--- src/rtl/clock_time_setter.sv ---
// clock_time_setter
//
// Time/date entry controller for the BCD calendar clock. On the first set
// pulse the running clock's month/day/hour/minute digits are captured. Each
// following set pulse selects the next field: month, day, hour, minute,
// then commit. While a field is selected, up/down pulses step it with BCD
// wrap-around. On commit the edited time is presented with a one-cycle
// load strobe. A cancel pulse returns to idle without loading.
//
// Optional feature macro: CLOCK_SETTER_BLINK_EN
//   defined   : blink toggles every BLINK_DIV cycles while editing and
//               restarts low on every field change
//   undefined : no blink counter; blink simply mirrors editing
//
// Ports
//   clock, reset                 rising-edge clock, synchronous active-high reset
//   set_btn                      enter edit / next field / commit (1-cycle pulse)
//   up_btn, down_btn             step selected field up / down (1-cycle pulses)
//   cancel_btn                   abort edit without load (1-cycle pulse)
//   cur_month, cur_day1/0,
//   cur_hour1/0, cur_min1/0      running clock BCD digits (captured on entry)
//   set_month, set_day1/0,
//   set_hour1/0, set_min1/0      edited BCD digits (registered)
//   load                         one-cycle commit strobe, set_* valid that cycle
//   editing                      high in every state except idle
//   field                        0 idle/commit, 1 month, 2 day, 3 hour, 4 minute
//   blink                        blink phase for the selected field
module clock_time_setter #(
  parameter int MONTH_MAX = 4,
  parameter int DAY_MAX   = 30,
  parameter int BLINK_DIV = 25000000
) (
  input  logic       clock,
  input  logic       reset,
  input  logic       set_btn,
  input  logic       up_btn,
  input  logic       down_btn,
  input  logic       cancel_btn,
  input  logic [3:0] cur_month,
  input  logic [3:0] cur_day1,
  input  logic [3:0] cur_day0,
  input  logic [3:0] cur_hour1,
  input  logic [3:0] cur_hour0,
  input  logic [3:0] cur_min1,
  input  logic [3:0] cur_min0,
  output logic [3:0] set_month,
  output logic [3:0] set_day1,
  output logic [3:0] set_day0,
  output logic [3:0] set_hour1,
  output logic [3:0] set_hour0,
  output logic [3:0] set_min1,
  output logic [3:0] set_min0,
  output logic       load,
  output logic       editing,
  output logic [2:0] field,
  output logic       blink
);

  typedef enum logic [2:0] {
    IDLE    = 3'd0,
    E_MONTH = 3'd1,
    E_DAY   = 3'd2,
    E_HOUR  = 3'd3,
    E_MIN   = 3'd4,
    COMMIT  = 3'd5
  } state_t;

  // Field limits as BCD digit pairs. Month is a single digit, so its binary
  // value is already its BCD form.
  localparam logic [7:0] MONTH_MIN_BCD = 8'h00;
  localparam logic [7:0] MONTH_MAX_BCD = 8'(MONTH_MAX);
  localparam logic [7:0] DAY_MIN_BCD   = 8'h01;
  localparam logic [7:0] DAY_MAX_BCD   = 8'(((DAY_MAX / 10) << 4) | (DAY_MAX % 10));
  localparam logic [7:0] HOUR_MIN_BCD  = 8'h00;
  localparam logic [7:0] HOUR_MAX_BCD  = 8'h23;
  localparam logic [7:0] MIN_MIN_BCD   = 8'h00;
  localparam logic [7:0] MIN_MAX_BCD   = 8'h59;

  // One BCD step with field wrap. Valid BCD pairs order the same as their
  // decimal values, so range checks compare the packed byte directly. A value
  // that is not valid BCD or lies outside lo..hi snaps to lo (up) or hi (down).
  function automatic logic [7:0] bcd_adjust(input logic [7:0] val,
                                            input logic [7:0] lo,
                                            input logic [7:0] hi,
                                            input logic       up);
    logic       in_range;
    logic [7:0] res;
    in_range = (val[7:4] <= 4'd9) && (val[3:0] <= 4'd9) && (val >= lo) && (val <= hi);
    if (!in_range) begin
      res = up ? lo : hi;
    end else if (up) begin
      if (val == hi)                res = lo;
      else if (val[3:0] == 4'd9)    res = {val[7:4] + 4'd1, 4'd0};
      else                          res = {val[7:4], val[3:0] + 4'd1};
    end else begin
      if (val == lo)                res = hi;
      else if (val[3:0] == 4'd0)    res = {val[7:4] - 4'd1, 4'd9};
      else                          res = {val[7:4], val[3:0] - 4'd1};
    end
    return res;
  endfunction

  state_t     state_q, state_d;
  logic [3:0] set_month_q, set_month_d;
  logic [3:0] set_day1_q,  set_day1_d;
  logic [3:0] set_day0_q,  set_day0_d;
  logic [3:0] set_hour1_q, set_hour1_d;
  logic [3:0] set_hour0_q, set_hour0_d;
  logic [3:0] set_min1_q,  set_min1_d;
  logic [3:0] set_min0_q,  set_min0_d;
  logic       load_q,    load_d;
  logic       editing_q, editing_d;
  logic [2:0] field_q,   field_d;
  logic       blink_q,   blink_d;
  logic       step_en;
  logic [7:0] adj_val;

  always_comb begin
    state_d     = state_q;
    set_month_d = set_month_q;
    set_day1_d  = set_day1_q;
    set_day0_d  = set_day0_q;
    set_hour1_d = set_hour1_q;
    set_hour0_d = set_hour0_q;
    set_min1_d  = set_min1_q;
    set_min0_d  = set_min0_q;
    adj_val     = 8'h00;
    // Simultaneous up and down cancel each other out.
    step_en     = up_btn ^ down_btn;

    unique case (state_q)
      IDLE: begin
        if (set_btn) begin
          state_d     = E_MONTH;
          set_month_d = cur_month;
          set_day1_d  = cur_day1;
          set_day0_d  = cur_day0;
          set_hour1_d = cur_hour1;
          set_hour0_d = cur_hour0;
          set_min1_d  = cur_min1;
          set_min0_d  = cur_min0;
        end
      end
      E_MONTH: begin
        if (cancel_btn)   state_d = IDLE;
        else if (set_btn) state_d = E_DAY;
        else if (step_en) begin
          adj_val     = bcd_adjust({4'd0, set_month_q}, MONTH_MIN_BCD, MONTH_MAX_BCD, up_btn);
          set_month_d = adj_val[3:0];
        end
      end
      E_DAY: begin
        if (cancel_btn)   state_d = IDLE;
        else if (set_btn) state_d = E_HOUR;
        else if (step_en) begin
          adj_val                  = bcd_adjust({set_day1_q, set_day0_q}, DAY_MIN_BCD, DAY_MAX_BCD, up_btn);
          {set_day1_d, set_day0_d} = adj_val;
        end
      end
      E_HOUR: begin
        if (cancel_btn)   state_d = IDLE;
        else if (set_btn) state_d = E_MIN;
        else if (step_en) begin
          adj_val                    = bcd_adjust({set_hour1_q, set_hour0_q}, HOUR_MIN_BCD, HOUR_MAX_BCD, up_btn);
          {set_hour1_d, set_hour0_d} = adj_val;
        end
      end
      E_MIN: begin
        if (cancel_btn)   state_d = IDLE;
        else if (set_btn) state_d = COMMIT;
        else if (step_en) begin
          adj_val                  = bcd_adjust({set_min1_q, set_min0_q}, MIN_MIN_BCD, MIN_MAX_BCD, up_btn);
          {set_min1_d, set_min0_d} = adj_val;
        end
      end
      COMMIT:  state_d = IDLE;
      default: state_d = IDLE;
    endcase

    // Status outputs are registered from the next state so they change on
    // the same edge as the transition.
    load_d    = (state_d == COMMIT);
    editing_d = (state_d != IDLE);
    unique case (state_d)
      E_MONTH: field_d = 3'd1;
      E_DAY:   field_d = 3'd2;
      E_HOUR:  field_d = 3'd3;
      E_MIN:   field_d = 3'd4;
      default: field_d = 3'd0;
    endcase
  end

`ifdef CLOCK_SETTER_BLINK_EN
  localparam logic [31:0] BLINK_LAST = 32'(BLINK_DIV - 1);

  logic [31:0] blink_cnt_q, blink_cnt_d;

  // Counter and phase restart on any state change so a newly selected field
  // always starts in the same phase.
  always_comb begin
    blink_cnt_d = 32'd0;
    blink_d     = 1'b0;
    if (editing_d && (state_d == state_q)) begin
      if (blink_cnt_q == BLINK_LAST) begin
        blink_cnt_d = 32'd0;
        blink_d     = ~blink_q;
      end else begin
        blink_cnt_d = blink_cnt_q + 32'd1;
        blink_d     = blink_q;
      end
    end
  end

  always_ff @(posedge clock) begin
    if (reset) blink_cnt_q <= 32'd0;
    else       blink_cnt_q <= blink_cnt_d;
  end
`else
  always_comb begin
    blink_d = editing_d;
  end
`endif

  always_ff @(posedge clock) begin
    if (reset) begin
      state_q     <= IDLE;
      set_month_q <= 4'd0;
      set_day1_q  <= 4'd0;
      set_day0_q  <= 4'd1;
      set_hour1_q <= 4'd0;
      set_hour0_q <= 4'd0;
      set_min1_q  <= 4'd0;
      set_min0_q  <= 4'd0;
      load_q      <= 1'b0;
      editing_q   <= 1'b0;
      field_q     <= 3'd0;
      blink_q     <= 1'b0;
    end else begin
      state_q     <= state_d;
      set_month_q <= set_month_d;
      set_day1_q  <= set_day1_d;
      set_day0_q  <= set_day0_d;
      set_hour1_q <= set_hour1_d;
      set_hour0_q <= set_hour0_d;
      set_min1_q  <= set_min1_d;
      set_min0_q  <= set_min0_d;
      load_q      <= load_d;
      editing_q   <= editing_d;
      field_q     <= field_d;
      blink_q     <= blink_d;
    end
  end

  assign set_month = set_month_q;
  assign set_day1  = set_day1_q;
  assign set_day0  = set_day0_q;
  assign set_hour1 = set_hour1_q;
  assign set_hour0 = set_hour0_q;
  assign set_min1  = set_min1_q;
  assign set_min0  = set_min0_q;
  assign load      = load_q;
  assign editing   = editing_q;
  assign field     = field_q;
  assign blink     = blink_q;

endmodule
--- config.mk ---
export PLATFORM = sky130hd
export DESIGN_NAME = clock_time_setter
export DESIGN_NICKNAME = d
export VERILOG_FILES = /design/src/rtl/clock_time_setter.sv
export SDC_FILE = /design/constraint.sdc
export NUM_CORES = 1
export LEC_CHECK = 0
export ABC_CLOCK_PERIOD_IN_PS = 2400
export CORE_MARGIN = 3
export CORE_UTILIZATION = 30
export CTS_CLUSTER_DIAMETER = 30
export DETAILED_ROUTE_END_ITERATION = 8
export GPL_TIMING_DRIVEN = 1
export PLACE_DENSITY = 0.64
export SYNTH_ARGS = -nofsm -noshare
export SYNTH_HDL_FRONTEND = slang
export SYNTH_SLANG_ARGS = --single-unit
--- constraint.sdc ---
create_clock -name clock -period 2.4 [get_ports clock]
set_clock_uncertainty 0.15 [all_clocks]
set_input_delay 0.24 -clock clock [delete_from_list [all_inputs] [get_ports clock]]
set_output_delay 0.24 -clock clock [all_outputs]
set_load 0.05 [all_outputs]
==> impl_metrics.json <==
{
  "tightest_slew_ps": 549.4,
  "die_y_um": 110.0,
  "grt_setup_unrepaired": "false",
  "post_drt_via_cell_ratio": 5.588,
  "fin_tns_setup_ps": 0,
  "fillers": 1061,
  "path_class": "flip-flop to flip-flop",
  "hold_depth": 3,
  "netlist_instances": 410,
  "synth_fa_ha_area_frac": 0.05705,
  "grt_pass1_wl_um": 16260,
  "post-route-period-util": 0.9284,
  "cts_hold_buf": 0,
  "met1_length_um": 4673,
  "grtUsageTotal": 0.1663,
  "clk-insertion-delay-late_ps": 290,
  "worstPathRequired_ps": 2430,
  "design_area_um2": 4290,
  "power.share.clock": 0.226,
  "grt_pass1_vias": 3287,
  "synth_edf_count": 0,
  "cts_buffers": 5,
  "placed_area_um2": 4195,
  "slew_headroom": 0.6299,
  "synth_seq_cells": 36,
  "drive_above_1_share": 0.1653,
  "start_util": 0.3116,
  "hold_start": "cur_day1[2]",
  "met2_length_um": 4669,
  "wl_met3_um": 543,
  "final_common_cell": "clkdlybuf4s50_1",
  "die_w_um": 110.0,
  "fin_util": 0.4119,
  "n_antenna_cell": 0,
  "vias": 3498,
  "die_area_um2": 12100,
  "path_clk_slew_ps": 80,
  "power.internal_uw": 1242,
  "critPathSlowestCell": "or4_1",
  "rrSetupSlack_ps": 170,
  "whs_endpoint": "set_day1[2]",
  "routed_wirelength_um": 10010,
  "r2r-start": "set_hour1[0]",
  "crit_chain": "inv_1 > ha_1 > nand2_1 > a211oi_2 > nand3_2 > or4_1 > o2111a_1",
  "antenna_left": 0,
  "status": "finished, final reports clean",
  "synth_top_flop_cell": "dfxtp_1",
  "core_um2": 10420,
  "cp_max_fo": 5,
  "muxShareOfSynthArea": 0.01928,
  "startpoint_type": "flip-flop",
  "slowest_delay_ps": 540,
  "synth-simple-area-share": 0.2872,
  "synth_fp_nets": 458,
  "final_max_slew_viol_count": 0,
  "maxCapViolCount": 0,
  "clock-root-buffer": "clkbuf_8",
  "critical_path_arrival_ps": 2260,
  "synth_xor_area_frac": 0.02390,
  "end_kind": "flip-flop",
  "overflow": 0,
  "pwr-share-comb": 0.417,
  "finalSetupViolations": 0,
  "synth.distinct_cells": 84,
  "htreeDepth": 2,
  "antenna_found_initial": 0,
  "clock_sinks": 36,
  "pwr-share-seq": 0.357,
  "synth_top_family_by_area": "compound AO/OA/AOI/OAI gates",
  "async_flop_share": 0,
  "synth.avg_cell_area_um2": 7.916,
  "port_buffers": 67,
  "grt_max_degree": 26,
  "syn_to_final_growth_pct": 32.19,
  "netlist_area_um2": 3246,
  "ir_drop_v": 0.0002028,
  "final_cell_mix": "clkdlybuf4s50_1, buf_4, nor2_1",
  "drt-initial-drc-count": 296,
  "drt-pass1-iter-count": 5,
  "clk_path_buf_depth": 2,
  "dp_hpwl_um": 7582,
  "avgRoutedWirePerCell_um": 16.00,
  "synth-compound-area-share": 0.3061,
  "layout.nets": 537,
  "fin_crit_ps": 2228,
  "top_layer": "met4",
  "p_switching_uw": 812.4,
  "synth-warning-count": 0,
  "r2r_cells": 7,
  "hold_viol_final": 0,
  "gp_congestion": 0.9008,
  "cts_tree": "done",
  "ys_seq_area_frac": 0.2221,
  "io_pins": 68,
  "p_sw_frac": 0.3955,
  "fp-row-count": 37,
  "fmax_mhz": 448.8,
  "power_density_nw_per_um2": 478.7,
  "remaining_drc_errors": 0,
  "leakage_uw": 0.001591,
  "timing.rr.end": "set_hour1[0]",
  "hp-class": "primary input to flip-flop",
  "post_cts_buffers": 0
}
worst max-delay path: cells and delay by family (launching register included):
kind                     cells  cell delay, ps
AO/OA/AOI/OAI                2             470
adder cells (fa/ha/maj)      1             260
buffers and inverters        1             100
flip-flops                   1             320
AND/OR/NAND/NOR              3             820
flip-flops by register name (all words and copies together), names as in the netlist:
name and count:
set_hour1 4, field 3, set_month 4, set_hour0 4, set_min1 4, set_day1 4, set_min0 4, state_q 3
set_day0 4, load 1, blink 1
how the worst max path moves through the flow:
stage                       from            to  slack, ps  depth (start not counted)
global placement          up_btn  set_hour0[2]         90                          8
CTS                  set_day1[1]   set_day0[2]        130                          7
finish              set_hour1[0]  set_hour1[0]        170                          7
detailed placement        up_btn   set_day1[1]         20                          8
floorplan            set_day1[1]   set_day0[2]         20                          7
global route         set_day1[1]   set_day0[2]         10                          7
what timing repair did:
item / 4_1_cts / 5_1_grt
resized for setup: 0 / 1
hold endpoints to repair: 0 / 0
setup endpoints to repair: 0 / 2
cell type report:
cell class                      instances  area, um2  area share
Tap cell                              136      170.2     0.03966
Inverter                               21      78.83     0.01837
Clock buffer                            6      82.58     0.01925
Timing Repair Buffer                  105      968.4      0.2257
Clock inverter                          2      10.01    0.002333
Sequential cell                        36      726.9      0.1694
Multi-Input combinational cell        320       2253      0.5252
synthesized netlist by cell type (10+ instances only):
cell | count | share of area
inv_1 | 20 | 0.023
o21ai_0 | 21 | 0.032
nor3_1 | 15 | 0.023
ha_1 | 14 | 0.054
a31oi_1 | 10 | 0.019
a21oi_1 | 22 | 0.034
nand3_1 | 12 | 0.019
nand2_1 | 25 | 0.029
clkbuf_1 | 13 | 0.015
nor2_1 | 33 | 0.038
dfxtp_1 | 36 | 0.22
layer usage:
metal | vias to the layer above | GRT usage
met1 | 1667 | 0.2338
li1 | 1708 | -
met5 | - | 0
met3 | 13 | 0.02679
met4 | 0 | 0.03740
met2 | 110 | 0.2669
power groups by stage:
stage	logic (uW)	clock network (uW)	registers [uW]
after CTS	851	481	732
after global placement	841	0	745
final	856	464	734
after global routing	924	509	743
after detailed placement	846	0	746
after floorplan	451	0	848
cell families after synthesis:
kind of cell    after synthesis
xor+xnor                      8
flops                        36
mux                           5
fa+ha+maj                    15
compound gates              134
simple gates                158
buf+inv                      54
metrics by stage:
| step | power [uW] | std cells | setup slack [ps] | hold slack [ps] |
|---|---|---|---|---|
| after floorplan | 1299 | 410 | 15.60 | 174.7 |
| after global placement | 1585 | 618 | 88.54 | 357.5 |
| after detailed placement | 1592 | 618 | 20.02 | 367.0 |
| after CTS | 2064 | 626 | 125.1 | 368.0 |
| after global routing | 2176 | 626 | 13.19 | 375.2 |
| final | 2054 | 626 | 171.8 | 366.6 |
No activity file was read; power rests on OpenSTA's default activity.
